## src/rtl/timer_cmd_scheduler.sv

```systemverilog
// Purpose: round-robin arbiter that turns requester commands into one-cycle timer control pulses
//          and holds "update at end of period" requests until the addressed timer's end event.
// Ports  : clk_i/rst_i (sync, active-high); req_valid_i/req_ready_o/req_timer_i/req_cmd_i per requester;
//          cnt_end_i per timer; timer_{start,stop,rst,update,arm}_o pulses; active_o, pending_o, err_o.
module timer_cmd_scheduler #(
   parameter  int N_REQ    = 2,
   parameter  int N_TIMERS = 4,
   localparam int TW       = (N_TIMERS > 1) ? $clog2(N_TIMERS) : 1
) (
   input  logic                  clk_i,
   input  logic                  rst_i,
   input  logic [N_REQ-1:0]      req_valid_i,
   output logic [N_REQ-1:0]      req_ready_o,
   input  logic [N_REQ*TW-1:0]   req_timer_i,
   input  logic [N_REQ*3-1:0]    req_cmd_i,
   input  logic [N_TIMERS-1:0]   cnt_end_i,
   output logic [N_TIMERS-1:0]   timer_start_o,
   output logic [N_TIMERS-1:0]   timer_stop_o,
   output logic [N_TIMERS-1:0]   timer_rst_o,
   output logic [N_TIMERS-1:0]   timer_update_o,
   output logic [N_TIMERS-1:0]   timer_arm_o,
   output logic [N_TIMERS-1:0]   active_o,
   output logic [N_TIMERS-1:0]   pending_o,
   output logic                  err_o
);

   localparam int PW = (N_REQ > 1) ? $clog2(N_REQ) : 1;

   typedef enum logic [2:0] {
      CMD_START      = 3'd0,
      CMD_STOP       = 3'd1,
      CMD_RST        = 3'd2,
      CMD_UPDATE     = 3'd3,
      CMD_ARM        = 3'd4,
      CMD_UPD_AT_END = 3'd5
   } cmd_e;

   logic [PW-1:0]       ptr_q, ptr_d;
   logic [N_TIMERS-1:0] start_q, start_d;
   logic [N_TIMERS-1:0] stop_q, stop_d;
   logic [N_TIMERS-1:0] trst_q, trst_d;
   logic [N_TIMERS-1:0] upd_q, upd_d;
   logic [N_TIMERS-1:0] arm_q, arm_d;
   logic [N_TIMERS-1:0] active_q, active_d;
   logic [N_TIMERS-1:0] pending_q, pending_d;
   logic                err_q, err_d;

   logic                gnt_any;
   int                  gnt_idx;
   int                  srch_idx;
   logic [TW-1:0]       sel_timer;
   logic [2:0]          sel_cmd;
   logic                cmd_ok;
   logic                tidx_ok;
   logic [N_TIMERS-1:0] tmask;
   logic [N_TIMERS-1:0] fire;

   // Round-robin search starting at the pointer; no grant is possible during reset.
   always_comb begin
      gnt_any     = 1'b0;
      gnt_idx     = 0;
      srch_idx    = 0;
      req_ready_o = '0;
      for (int i = 0; i < N_REQ; i++) begin
         srch_idx = int'(ptr_q) + i;
         if (srch_idx >= N_REQ) srch_idx = srch_idx - N_REQ;
         if (!gnt_any && req_valid_i[srch_idx] && !rst_i) begin
            gnt_any = 1'b1;
            gnt_idx = srch_idx;
         end
      end
      if (gnt_any) req_ready_o[gnt_idx] = 1'b1;
   end

   assign sel_timer = req_timer_i[gnt_idx*TW +: TW];
   assign sel_cmd   = req_cmd_i[gnt_idx*3 +: 3];
   assign cmd_ok    = (sel_cmd <= 3'd5);
   assign tidx_ok   = (int'(sel_timer) < N_TIMERS);
   assign tmask     = N_TIMERS'(1) << sel_timer;
   assign fire      = pending_q & cnt_end_i;

   always_comb begin
      ptr_d     = ptr_q;
      start_d   = '0;
      stop_d    = '0;
      trst_d    = '0;
      // Deferred updates fire first; a same-cycle command on that timer can only add to this.
      upd_d     = fire;
      arm_d     = '0;
      active_d  = active_q;
      pending_d = pending_q & ~fire;
      err_d     = 1'b0;

      if (gnt_any) begin
         ptr_d = (gnt_idx + 1 >= N_REQ) ? '0 : PW'(gnt_idx + 1);
         if (cmd_ok && tidx_ok) begin
            case (cmd_e'(sel_cmd))
               CMD_START: begin
                  start_d  = tmask;
                  active_d = active_q | tmask;
               end
               CMD_STOP: begin
                  stop_d    = tmask;
                  active_d  = active_q & ~tmask;
                  pending_d = pending_d & ~tmask;
               end
               CMD_RST: begin
                  trst_d    = tmask;
                  pending_d = pending_d & ~tmask;
               end
               CMD_UPDATE: begin
                  upd_d     = upd_d | tmask;
                  pending_d = pending_d & ~tmask;
               end
               CMD_ARM:        arm_d     = tmask;
               // Set after the fire clear so an end event in the same cycle does not consume it.
               CMD_UPD_AT_END: pending_d = pending_d | tmask;
               default: ;
            endcase
         end else begin
            err_d = 1'b1;
         end
      end
   end

   always_ff @(posedge clk_i) begin
      if (rst_i) begin
         ptr_q     <= '0;
         start_q   <= '0;
         stop_q    <= '0;
         trst_q    <= '0;
         upd_q     <= '0;
         arm_q     <= '0;
         active_q  <= '0;
         pending_q <= '0;
         err_q     <= 1'b0;
      end else begin
         ptr_q     <= ptr_d;
         start_q   <= start_d;
         stop_q    <= stop_d;
         trst_q    <= trst_d;
         upd_q     <= upd_d;
         arm_q     <= arm_d;
         active_q  <= active_d;
         pending_q <= pending_d;
         err_q     <= err_d;
      end
   end

   assign timer_start_o  = start_q;
   assign timer_stop_o   = stop_q;
   assign timer_rst_o    = trst_q;
   assign timer_update_o = upd_q;
   assign timer_arm_o    = arm_q;
   assign active_o       = active_q;
   assign pending_o      = pending_q;
   assign err_o          = err_q;

endmodule

```

## config.mk

```make
export PLATFORM = sky130hd
export DESIGN_NAME = timer_cmd_scheduler
export DESIGN_NICKNAME = d
export VERILOG_FILES = /design/src/rtl/timer_cmd_scheduler.sv
export SDC_FILE = /design/constraint.sdc
export NUM_CORES = 1
export LEC_CHECK = 0
export CORE_MARGIN = 3
export CORE_UTILIZATION = 47
export CTS_CLUSTER_DIAMETER = 60
export DETAILED_ROUTE_END_ITERATION = 12
export GPL_TIMING_DRIVEN = 0
export HOLD_SLACK_MARGIN = 0.08
export MAX_ROUTING_LAYER = met4
export PLACE_DENSITY = 0.84
export SYNTH_ARGS = -nofsm -noshare
export SYNTH_HDL_FRONTEND = slang
export SYNTH_SLANG_ARGS = --single-unit
```

## constraint.sdc

```tcl
create_clock -name clk_i -period 4.6 [get_ports clk_i]
set_input_delay 0.92 -clock clk_i [delete_from_list [all_inputs] [get_ports clk_i]]
set_output_delay 0.92 -clock clk_i [all_outputs]
set_load 0.05 [all_outputs]
```

==> results.md <==
* Initial DRC Count at 64
* Critical path type: in -> out
* Ports at 49
* R2r worst-path depth at 6
* Synthesized flop and latch total at 30
* DR WL/cell at 14.7 um
* P per Cell Area at 276 nW/um^2
* RSZ-0062 raised after global routing: no
* Cts bufs inserted at 5
* Mean area per synthesized cell at 8.81 um^2
* Cell row count at 18
* Number of global-route vias before repair at 1,251
* Core area at 2570 um^2
* Compound-Gate Fraction of Synth Area at 17.9%
* Layout area overhead at 43.3%
* Clk_lat worst skew at 330 ps
* Peak Freq at 264 MHz
* Area of the mapped netlist at 1320 um^2
* Final setup fails at 0
* CTS Buffer Depth at 2
* Vias per std cell at 5.79
* Final worst-path cycle share at 82.4%
* Most frequent cells in the layout: clkdlybuf4s50_1, dfxtp_1, nor2_1
* CTS Sinks at 30
* RR Endpoint: pending_o[3]
* Antenna fix cells at 0
* Post-synth EDFFs at 0
* Main combinational cell family by area after synthesis: simple AND/OR/NAND/NOR gates
* Final worst slack at 810 ps
* FILL cells at 222
* Total Power at 0.522 mW
* Cell mode on critical path: clkdlybuf4s50_1
* Minimum clock period at 3790 ps
* Mapped Cells at 150
* Status: complete, no violations
* Final Slew Violations at 0
* Leak Pwr at 0.744 nW
* Top cell family by delay on the critical path: buffers and inverters
* Crit path DAT at 2870 ps
* Share of cells above drive strength 1 at 7.32%
* Fin Hold WS at 489 ps
* Largest net degree at the start of global routing at 11
* Gp weighted congestion at 0.938
* Die area at 3480 um^2
* First-pass iteration count of the detailed router at 4
* Cell taking the most area after synthesis: dfxtp_1
* Register area share after synthesis at 45.5%
* Ys flop type: dfxtp_1
* CTS tree: yes
* Post-synthesis net count at 168
* Area occupied by multi-input gates at 658 um^2
* Post-Synth Adder-Cell Area at 0%
* DRC viols at 0
* CTS Hold Bufs at 0
* Worst Tran Pin Value at 715 ps
* Max-Cap Viols at 0
* Synth area leaders: dfxtp_1, nor2_1, mux2i_1
* Reg-to-reg setup timing slack at 2620 ps
* Synth top area share at 45.5%
* Die H at 59.0 um
* H-tree Lvls at 2
* Post-CTS Resized at 0
* FF-to-FF Start: ptr_q
* Number of setup buffers added after CTS at 0
* Nets at 222
* Hold path depth at 2
* Commonest non-fill, non-tap cell in the layout: clkdlybuf4s50_1
* Xor/xnor share of the synthesized area at 0%
* Slew headroom at 52.1%
* Crit. End Element: primary output
* Setup WS pre-CTS at 831 ps
* Critical Path Fanout Max at 9
* PortBufs at 47
* Mux cell area share after synthesis at 6.63%
* Crit path cell chain: clkdlybuf4s50_1 -> inv_2 -> nand3_4 -> inv_1 -> nor2_1 -> clkdlybuf4s50_1
* Slowest stage delay, CP at 810 ps
* FF+latch area at 601 um^2
* Routed WL at 3470 um
* Buf/Inv on CP at 4
* Die width at 59.0 um
* Slowest cell on crit path: clkdlybuf4s50_1
* Peak VDD IR at 0.000304 V
* Starting Density at 51.5%
* Crit path launch type: input pin
* Post-synth cell types at 37
* Initial antenna violation count at 0
* Ys async rst share at 0%
* Fin. Hold Viols at 0
* CP required at 3680 ps
* Clk_skew at 4.55 ps
* Total grt overflow at 0
* Setup TNS at 0 ps
* DRT antenna net count at 0
* CTS root buf: clkbuf_4
* Global-route wire length before repair at 5680 um
* Yosys warning total at 0
* Simple-Gate Fraction of Synth Area at 25.3%
* DP HPWL at 2650 um
* Hold/Removal Path Class: reg -> reg
* Overall Global Routing Usage at 22.5%
* Clock-pin slew of the registers on the worst-case setup and hold paths at 100 ps
* DR vias at 1,360
[cells in the mapped netlist (all sizes together), types with 5 or more instances]
cell	instances
mux2i	5
nor3	6
nand3	6
nor2	23
o21ai	8
a21oi	5
dfxtp	30
nand2	5
inv	12
nand2b	5
[where the power goes]
part	total (mW)	leakage (nW)	switching [mW]	internal, mW
combinational	0.0906	0.468	0.0554	0.0352
sequential	0.265	0.242	0.00173	0.263
clock	0.166	0.0343	0.0928	0.0733
total	0.522	0.744	0.150	0.372
[worst max-delay path by stage]
stage | from | cells past startpoint | slack, ps | to
after floorplan | req_valid_i[0] | 4 | 1560 | req_ready_o[0]
after global placement | rst_i | 6 | 840 | req_ready_o[0]
after detailed placement | rst_i | 6 | 830 | req_ready_o[0]
after CTS | rst_i | 6 | 820 | req_ready_o[0]
after global routing | rst_i | 6 | 700 | req_ready_o[0]
final | rst_i | 6 | 810 | req_ready_o[0]
[worst min-delay path: cells and delay by family, from the launching register on]
family	cells	cell delay [ps]
compound gates	2	130
flops	1	320
[layer usage]
layer  share of wire [%]  wire length [um]  vias to the layer above  track usage, %
met5                   0                 0                        -               -
met4                 2.3                79                        0            10.0
met3                 9.1               316                       13            7.19
met2                  49              1680                       71            36.1
met1                  40              1380                      628            25.6
li1                    -                 -                      648               -
[stage by stage]
stage,util [%],instances,area (um^2)
floorplan,-,150,1320
global placement,71.2,227,1830
detailed placement,71.2,227,1830
CTS,73.7,235,1890
global route,73.7,235,1890
finish,73.7,235,1890
[logic make-up (layout without fill, tap and decap cells)]
logic type | Yosys count | count (layout)
compound gates | 34 | 34
mux | 8 | 8
simple gates | 62 | 62
buf+inv | 16 | 71
flops | 30 | 30
[final cells by class]
| cell class | count | share of cell area [%] |
|---|---|---|
| inverters | 12 | 2.38 |
| clock buffers | 6 | 2.71 |
| well taps | 30 | 1.98 |
| flip-flops and latches | 30 | 31.7 |
| clock inverters | 2 | 0.661 |
| plain buffers | 4 | 0.925 |
| multi-input cells | 104 | 34.8 |
| repair buffers | 47 | 24.9 |
Power figures use the tool's default switching activity.
